## config.mk

```make
export PLATFORM = sky130hd
export DESIGN_NAME = sync_fifo_flex
export DESIGN_NICKNAME = d
export VERILOG_FILES = /design/src/rtl/sync_fifo_flex.sv
export SDC_FILE = /design/constraint.sdc
export NUM_CORES = 1
export LEC_CHECK = 0
export ABC_AREA = 0
export CORE_MARGIN = 3
export CORE_UTILIZATION = 50
export DETAILED_ROUTE_END_ITERATION = 7
export PLACE_DENSITY = 0.82
export REMOVE_ABC_BUFFERS = 1
export SLEW_MARGIN = 0
export SYNTH_ARGS = -nofsm -noshare
export SYNTH_HDL_FRONTEND = slang
export SYNTH_SLANG_ARGS = --single-unit
export TNS_END_PERCENT = 20
```

## constraint.sdc

```tcl
create_clock -name clk -period 2.9 [get_ports clk]
set_input_delay 0.58 -clock clk [delete_from_list [all_inputs] [get_ports clk]]
set_output_delay 0.58 -clock clk [all_outputs]
set_load 0.02 [all_outputs]
```

## src/rtl/sync_fifo_flex.sv

```systemverilog
// sync_fifo_flex: parametrised single-clock FIFO with fill count,
// programmable almost-full/almost-empty thresholds and sticky
// overflow/underflow flags. All outputs are registered.
//
// Optional build macro SYNC_FIFO_FWFT_EN selects first-word-fall-through
// mode: a one-word output register in front of the RAM always holds the
// head word, so data_out is valid whenever fifo_empty=0. Without the macro
// the FIFO reads with one cycle of latency (data_out updates on a read).
module sync_fifo_flex #(
  parameter int DATA_WIDTH    = 8,
  parameter int DEPTH         = 16,
  parameter int AFULL_THRESH  = DEPTH - 2,
  parameter int AEMPTY_THRESH = 2
) (
  input  logic                     clk,
  input  logic                     rst_n,
  input  logic                     wr_en,
  input  logic [DATA_WIDTH-1:0]    data_in,
  input  logic                     rd_en,
  input  logic                     clr_err,
  output logic [DATA_WIDTH-1:0]    data_out,
  output logic                     fifo_full,
  output logic                     fifo_empty,
  output logic                     almost_full,
  output logic                     almost_empty,
  output logic [$clog2(DEPTH):0]   fill_count,
  output logic                     overflow,
  output logic                     underflow
);

  localparam int ADDR_WIDTH = $clog2(DEPTH);

  localparam logic [ADDR_WIDTH:0]   DEPTH_C  = (ADDR_WIDTH + 1)'(DEPTH);
  localparam logic [ADDR_WIDTH:0]   AFULL_C  = (ADDR_WIDTH + 1)'(AFULL_THRESH);
  localparam logic [ADDR_WIDTH:0]   AEMPTY_C = (ADDR_WIDTH + 1)'(AEMPTY_THRESH);
  localparam logic [ADDR_WIDTH:0]   CNT_ONE  = (ADDR_WIDTH + 1)'(1);
  localparam logic [ADDR_WIDTH-1:0] PTR_ONE  = ADDR_WIDTH'(1);

  // Elaboration-time parameter sanity checks.
  if (DATA_WIDTH < 1) begin : g_bad_width
    $error("sync_fifo_flex: DATA_WIDTH must be >= 1");
  end
  if (DEPTH < 4 || (DEPTH & (DEPTH - 1)) != 0) begin : g_bad_depth
    $error("sync_fifo_flex: DEPTH must be a power of two >= 4");
  end
  if (AFULL_THRESH < 1 || AFULL_THRESH > DEPTH) begin : g_bad_afull
    $error("sync_fifo_flex: AFULL_THRESH must be in 1..DEPTH");
  end
  if (AEMPTY_THRESH < 0 || AEMPTY_THRESH > DEPTH - 1) begin : g_bad_aempty
    $error("sync_fifo_flex: AEMPTY_THRESH must be in 0..DEPTH-1");
  end

  logic [DATA_WIDTH-1:0] r_mem [DEPTH];
  logic [ADDR_WIDTH-1:0] r_wr_ptr;
  logic [ADDR_WIDTH-1:0] r_rd_ptr;
  logic [ADDR_WIDTH:0]   r_count;
  logic [DATA_WIDTH-1:0] r_data_out;
  logic                  r_full;
  logic                  r_empty;
  logic                  r_afull;
  logic                  r_aempty;
  logic                  r_ovf;
  logic                  r_udf;

  logic                  w_rd_ok;
  logic                  w_wr_ok;
  logic [ADDR_WIDTH:0]   w_count_nxt;
  logic                  w_ram_we;
  logic                  w_ram_re;
`ifdef SYNC_FIFO_FWFT_EN
  logic                  w_out_free;
  logic                  w_ram_has;
  logic                  w_bypass;
`endif

  // Accept decisions, next fill count and RAM port enables.
  always_comb begin
    // NOTE: every signal gets a default before any branch so no latch is inferred.
    w_rd_ok     = rd_en && !r_empty;
    w_wr_ok     = wr_en && (!r_full || w_rd_ok);
    w_count_nxt = r_count;
    case ({w_wr_ok, w_rd_ok})
      2'b10:   w_count_nxt = r_count + CNT_ONE;
      2'b01:   w_count_nxt = r_count - CNT_ONE;
      default: w_count_nxt = r_count;
    endcase
`ifdef SYNC_FIFO_FWFT_EN
    // The output register counts as one stored word; the RAM holds the rest.
    // The output slot is refilled from the RAM when it has words, otherwise
    // straight from data_in so a write to an empty FIFO shows up next cycle.
    w_out_free = r_empty || w_rd_ok;
    w_ram_has  = r_count > CNT_ONE;
    w_bypass   = w_out_free && !w_ram_has && w_wr_ok;
    w_ram_re   = w_out_free && w_ram_has;
    w_ram_we   = w_wr_ok && !w_bypass;
`else
    w_ram_re   = w_rd_ok;
    w_ram_we   = w_wr_ok;
`endif
  end

  // Storage array write port.
  always_ff @(posedge clk) begin
    // NOTE: the RAM is deliberately left out of reset; stale words are
    // unreachable once the pointers and count are cleared.
    if (w_ram_we) begin
      r_mem[r_wr_ptr] <= data_in;
    end
  end

  // Pointers, read data, fill count and registered status flags.
  always_ff @(posedge clk) begin
    // NOTE: sequential state uses non-blocking assignments so every register
    // samples the pre-edge values of the others.
    if (!rst_n) begin
      r_wr_ptr   <= '0;
      r_rd_ptr   <= '0;
      r_count    <= '0;
      r_data_out <= '0;
      r_full     <= 1'b0;
      r_empty    <= 1'b1;
      r_afull    <= 1'b0;
      r_aempty   <= 1'b1;
      r_ovf      <= 1'b0;
      r_udf      <= 1'b0;
    end else begin
      if (w_ram_we) begin
        r_wr_ptr <= r_wr_ptr + PTR_ONE;
      end
      if (w_ram_re) begin
        r_data_out <= r_mem[r_rd_ptr];
        r_rd_ptr   <= r_rd_ptr + PTR_ONE;
      end
`ifdef SYNC_FIFO_FWFT_EN
      else if (w_bypass) begin
        r_data_out <= data_in;
      end
`endif
      r_count  <= w_count_nxt;
      r_full   <= (w_count_nxt == DEPTH_C);
      r_empty  <= (w_count_nxt == '0);
      r_afull  <= (w_count_nxt >= AFULL_C);
      r_aempty <= (w_count_nxt <= AEMPTY_C);
      // Sticky errors: a new event in the clearing cycle keeps the flag set.
      r_ovf    <= (r_ovf && !clr_err) || (wr_en && !w_wr_ok);
      r_udf    <= (r_udf && !clr_err) || (rd_en && !w_rd_ok);
    end
  end

  assign data_out     = r_data_out;
  assign fifo_full    = r_full;
  assign fifo_empty   = r_empty;
  assign almost_full  = r_afull;
  assign almost_empty = r_aempty;
  assign fill_count   = r_count;
  assign overflow     = r_ovf;
  assign underflow    = r_udf;

endmodule

```

==> results of run 1 <==
-- flip-flops by register name, summed over array words and instances, names as in the netlist --
register      flops
almost_empty      1
almost_full       1
data_out          8
fifo_empty        1
fifo_full         1
fill_count        5
overflow          1
r_mem           128
r_rd_ptr          4
r_wr_ptr          4
underflow         1
-- cells by family (layout without fill, tap and decap cells) --
kind of cell	after synthesis	count (layout)	share of synthesized area (%)
DFF	155	155	71.1
buffers and inverters	29	102	2.03
xor gates and xnor gates	10	10	1.54
AOI/OAI and AO/OA	50	50	5.72
muxes	34	34	12.0
adders and majority gates	8	8	1.62
and+or+nand+nor	73	73	5.95
-- through the flow --
stage          hold WS, ps  TNS (ps)  worst slack [ps]  std cells  instance area (um^2)
4_1_cts                489         0               128        575                  7390
3_5_place_dp           475     -1190              -285        543                  6820
2_1_floorplan          528     -1340              -312        338                  6070
5_1_grt                524         0              2.80        575                  7400
3_3_place_gp           469      -546              -168        543                  6820
6_report               484         0               113        575                  7400
-- critical path: cells and delay by family --
kind,cells,cell delay [ps]
compound gates,4,1040
xor+xnor,2,360
fa+ha+maj,2,450
buf+inv,2,580
simple gates,1,80
-- report_power, final --
part / internal [mW] / switching [mW]
Clock: 1.27 / 0.866
Combinational: 0.439 / 0.435
Sequential: 2.49 / 0.0903
Total: 4.20 / 1.39
-- layer usage --
| metal | GRT usage, % | share of wire (%) |
|---|---|---|
| met5 | 0 | 0 |
| met4 | 7.19 | 2.0 |
| met1 | 26.5 | 43 |
| met3 | 4.99 | 5.5 |
| met2 | 31.5 | 50 |
-- cell type report --
| cell class | instances | area share [%] |
|---|---|---|
| Timing Repair Buffer | 62 | 7.68 |
| Sequential cell | 155 | 59.3 |
| Inverter | 8 | 0.406 |
| Tap cell | 143 | 2.42 |
| Clock buffer | 18 | 5.80 |
| Multi-Input combinational cell | 175 | 22.4 |
| Clock inverter | 14 | 1.98 |
-- worst max path at each step --
| stage | startpoint | to | cells after the start |
|---|---|---|---|
| floorplan | rd_en | almost_empty$_SDFF_PN1_ | 10 |
| global placement | rd_en | almost_empty$_SDFF_PN1_ | 11 |
| detailed placement | rd_en | almost_empty$_SDFF_PN1_ | 11 |
| CTS | rd_en | almost_empty$_SDFF_PN1_ | 11 |
| global route | rd_en | almost_empty$_SDFF_PN1_ | 11 |
| finish | rd_en | almost_empty$_SDFF_PN1_ | 11 |
-- cells in the final DEF, fill, tap and decap left out, types with 6 or more instances in the layout --
cell type and instances:
a21oi_1 21, a22oi_1 17, buf_4 29, clkbuf_16 17
clkdlybuf4s50_1 31, dfxtp_1 26, edfxtp_1 128, ha_1 8
inv_1 7, mux4_2 32, nand2_1 10, nor2_1 35
xor2_1 6
==> impl_metrics.json, run 1 <==
{
  "status": "finished, final reports clean",
  "area_growth_pct": 20.0,
  "vias": 3386,
  "grt_pass1_vias": 3482,
  "holdCritStartpoint": "data_out[7]$_SDFFE_PN0P_",
  "synth-edff-count": 128,
  "drt-wirelength-per-cell_um": 21.5,
  "ys_top_cells_by_area": "edfxtp_1 62%, mux4_2 12%, dfxtp_1 8.8%, nor2_1 2.1%, a22oi_1 2.1%",
  "ctsRootBufferMaster": "clkbuf_16",
  "drc": 0,
  "die_w_um": 117,
  "clock_latency_ps": 420,
  "clkSlewWorstSetupHoldPaths_ps": 60,
  "io_buffers": 31,
  "worst_slew_pin_slew_ps": 684,
  "dr.pass1.iters": 4,
  "p_total_mw": 5.59,
  "rr_startpoint": "fifo_empty$_SDFF_PN1_",
  "fp.coreArea_um2": 11700,
  "synth_top_cell_by_area": "edfxtp_1",
  "synth.avg_cell_area_um2": 17.2,
  "setup_viol": 0,
  "crit_chain": "clkdlybuf4s50_1, nand2b_1, a21boi_1, inv_1, ha_1, xor2_1, ha_1, a211oi_1, a2111oi_4, xor2_2, o41ai_1",
  "hold_path_class": "register to register",
  "synth_seq_area_share_pct": 71.1,
  "cellPowerDensity_nw_per_um2": 755,
  "clock.fmax_ghz": 0.359,
  "grt_max_degree": 28,
  "reg2reg_depth": 10,
  "numClockSinks": 155,
  "via_per_inst": 5.89,
  "p_leak_nw": 2.49,
  "cp_common_cell": "ha_1",
  "fin_crit_sh_pct": 96.1,
  "arrival_ps": 3100,
  "post_cts_resized": 0,
  "antenna_found_initial": 0,
  "min_to": "data_out[7]$_SDFFE_PN0P_",
  "ios": 32,
  "ir_worst_vdd_v": 0.000539,
  "diodes": 0,
  "min_path_cells": 2,
  "ant_nets": 0,
  "num-fill-cells": 823,
  "start_kind": "input port",
  "crit_path_end_kind": "register",
  "synth.most_common_cell": "edfxtp_1",
  "cts_setup_buffers": 0,
  "max_stage_delay_ps": 490,
  "numCtsBuffers": 17,
  "crit_type": "input port to register",
  "drtIter0Drc": 367,
  "cts_tree": "done",
  "layout.nets": 440,
  "ff_latch_area_um2": 4390,
  "drv_slew": 0,
  "grt_pass1_wl_um": 19200,
  "fin_worst_skew_ps": 6.40,
  "rsz0062_at_grt": "no",
  "synthesis.area_um2": 6160,
  "worstPathRequired_ps": 3210,
  "rr_endpoint": "almost_empty$_SDFF_PN1_",
  "async_flop_share_pct": 0,
  "postCtsHoldBufs": 0,
  "ys_top_cells_by_count": "128 x edfxtp_1, 35 x nor2_1, 32 x mux4_2",
  "min_period_ps": 2790,
  "num_rows": 39,
  "dieArea_um2": 13700,
  "crit_slowest_cell": "clkdlybuf4s50_1",
  "fin_util_pct": 63.2,
  "dieHeight_um": 117,
  "yosys_warnings": 0,
  "start_util_pct": 52.6,
  "grt-ovfl-total": 0,
  "multi_input_area_um2": 1660,
  "gp_congestion": 0.775,
  "hpwl_um": 8020,
  "grt_usage_pct": 19.7,
  "drive_gt1_share_pct": 23.6,
  "ys_seq_elements": 155,
  "slew_headroom_pct": 54.3,
  "crit_fanout": 5,
  "drv_cap": 0,
  "synth_flop_cell": "edfxtp_1",
  "ys_types": 44,
  "synth_top_area_share_pct": 62.4,
  "htreeDepth": 4,
  "reg2reg_slack_ps": 350,
  "synthCells": 359,
  "clock_path_buffers": 2,
  "finalHoldViolations": 0,
  "routed_wl_um": 12400
}
Power figures use the tool's default switching activity.
==> inputs of run 2 (changes only) <==
--- a/config.mk
+++ b/config.mk
@@ -8,9 +8,11 @@
 export ABC_AREA = 0
 export CORE_MARGIN = 3
 export CORE_UTILIZATION = 50
+export CTS_CLUSTER_DIAMETER = 150
 export DETAILED_ROUTE_END_ITERATION = 7
 export PLACE_DENSITY = 0.82
 export REMOVE_ABC_BUFFERS = 1
+export SKIP_CTS_REPAIR_TIMING = 1
 export SLEW_MARGIN = 0
 export SYNTH_ARGS = -nofsm -noshare
 export SYNTH_HDL_FRONTEND = slang
==> results of run 2 <==
The final DEF is identical to that of run 1; final timing and power are the same.
==> inputs of run 3 (changes only) <==
--- a/config.mk
+++ b/config.mk
@@ -12,6 +12,7 @@
 export DETAILED_ROUTE_END_ITERATION = 7
 export PLACE_DENSITY = 0.82
 export REMOVE_ABC_BUFFERS = 1
+export SETUP_SLACK_MARGIN = 0.1
 export SKIP_CTS_REPAIR_TIMING = 1
 export SLEW_MARGIN = 0
 export SYNTH_ARGS = -nofsm -noshare
==> run 3 against run 2 <==
Against the previous run: maximum frequency increased by 3.4%; highest routed layer unchanged; die area unchanged; clock-buffer cell count unchanged; final area increased by 0.66%; clock power about the same; combinational power increased by 2.9%; largest cell class unchanged; sequential share of layout area decreased by 0.39 points; critical path type unchanged; critical endpoint is now fifo_full$_SDFF_PN0_; setup slack improved by 92 ps.
==> impl_metrics.json, run 3 (synthesis gave the netlist of run 1 again) <==
{
  "status": "finished, final reports clean",
  "slew_headroom_pct": 54.4,
  "layout.nets": 441,
  "fin_util_pct": 63.6,
  "final_common_cell": "edfxtp_1",
  "die_w_um": 117,
  "drc": 0,
  "drive_gt1_share_pct": 25.6,
  "crit_slowest_cell": "clkdlybuf4s50_1",
  "start_util_pct": 52.6,
  "grt_usage_pct": 19.7,
  "grt_pass1_wl_um": 19200,
  "worstPathRequired_ps": 3230,
  "dr.pass1.iters": 5,
  "io_buffers": 31,
  "drv_slew": 0,
  "drtIter0Drc": 384,
  "area_growth_pct": 20.8,
  "cp_common_cell": "ha_2",
  "grt_pass1_vias": 3482,
  "crit_fanout": 5,
  "routed_wl_um": 12400,
  "numCtsBuffers": 17,
  "ios": 32,
  "top_register": "r_mem",
  "vias": 3378,
  "clock.fmax_ghz": 0.371,
  "worst_slew_pin_slew_ps": 683,
  "min_path_cells": 3,
  "stdcell_area_um2": 7450,
  "rsz0062_at_grt": "no",
  "arrival_ps": 3020,
  "worst_slack_ps": 205,
  "hpwl_um": 8020,
  "dieHeight_um": 117,
  "fp.coreArea_um2": 11700,
  "final_cell_mix": "128 x edfxtp_1, 35 x nor2_1, 32 x mux4_2",
  "setup_viol": 0,
  "start_kind": "input port",
  "finalHoldViolations": 0,
  "grt-ovfl-total": 0,
  "dieArea_um2": 13700,
  "place_area_um2": 6820,
  "cellPowerDensity_nw_per_um2": 753,
  "numClockSinks": 155,
  "clkSlewWorstSetupHoldPaths_ps": 60,
  "ir_worst_vdd_v": 0.000539,
  "min_period_ps": 2690,
  "drv_cap": 0,
  "htreeDepth": 4,
  "cts_tree": "done",
  "place_ws_ps": -285,
  "crit_type": "input port to register",
  "p_total_mw": 5.61,
  "via_per_inst": 5.86,
  "ctsRootBufferMaster": "clkbuf_16",
  "reg2reg_depth": 11,
  "clock_path_buffers": 2,
  "fin_worst_skew_ps": 7.04,
  "antenna_found_initial": 0,
  "num_rows": 39,
  "p_leak_nw": 2.51,
  "drt-wirelength-per-cell_um": 21.6,
  "largest_reg_flops": 128,
  "clock_latency_ps": 420,
  "fin_crit_sh_pct": 92.9,
  "grt_max_degree": 28,
  "gp_congestion": 0.775,
  "crit_chain": "clkdlybuf4s50_1, a21boi_2, inv_1, ha_2, xor2_1, ha_2, nand2b_1, a21oi_1, a2111oi_4, xor2_2, nor4b_2",
  "diodes": 0,
  "max_stage_delay_ps": 490,
  "ant_nets": 0,
  "crit_path_end_kind": "register",
  "hold_path_class": "input port to register"
}
run 3: worst max-delay path, delay by kind of cell:
kind | cells | cell delay (ps)
AO/OA/AOI/OAI | 3 | 710
XOR/XNOR | 2 | 440
adder cells (fa/ha/maj) | 2 | 400
buffers and inverters | 2 | 570
AND/OR/NAND/NOR | 2 | 320
run 3: cell type report:
cell class | instances | area [um^2]
clock buffers | 18 | 429
clock inverters | 14 | 146
fillers | 816 | 4260
inverters | 8 | 30.0
multi-input cells | 175 | 1700
flip-flops and latches | 155 | 4390
well taps | 143 | 179
repair buffers | 63 | 578
run 3: final timing paths:
check / from / end / slack [ps]
max: wr_en / fifo_full$_SDFF_PN0_ / 210
min: rd_en / underflow$_SDFF_PN0_ / 460
max reg2reg: fifo_empty$_SDFF_PN1_ / fifo_full$_SDFF_PN0_ / 380
min reg2reg: data_out[7]$_SDFFE_PN0P_ / data_out[7]$_SDFFE_PN0P_ / 490
run 3: metal layers:
layer / share of wire, % / vias to the layer above / track usage, %
met1: 42 / 1688 / 26.5
met4: 2.1 / 0 / 7.19
met3: 5.5 / 23 / 4.99
li1: - / 1532 / -
met2: 50 / 135 / 31.5
met5: 0 / - / 0
run 3: where the power goes:
| part | internal (mW) | switching (mW) |
|---|---|---|
| clock network | 1.27 | 0.861 |
| registers | 2.49 | 0.0926 |
| logic | 0.455 | 0.445 |
| total | 4.21 | 1.40 |
run 3: stage by stage:
step / cells / hold slack [ps] / TNS (ps)
6_report: 576 / 464 / 0
5_1_grt: 576 / 524 / 0
4_1_cts: 575 / 489 / 0
3_5_place_dp: 543 / 475 / -1190
3_3_place_gp: 543 / 469 / -546
2_1_floorplan: 338 / 528 / -1340
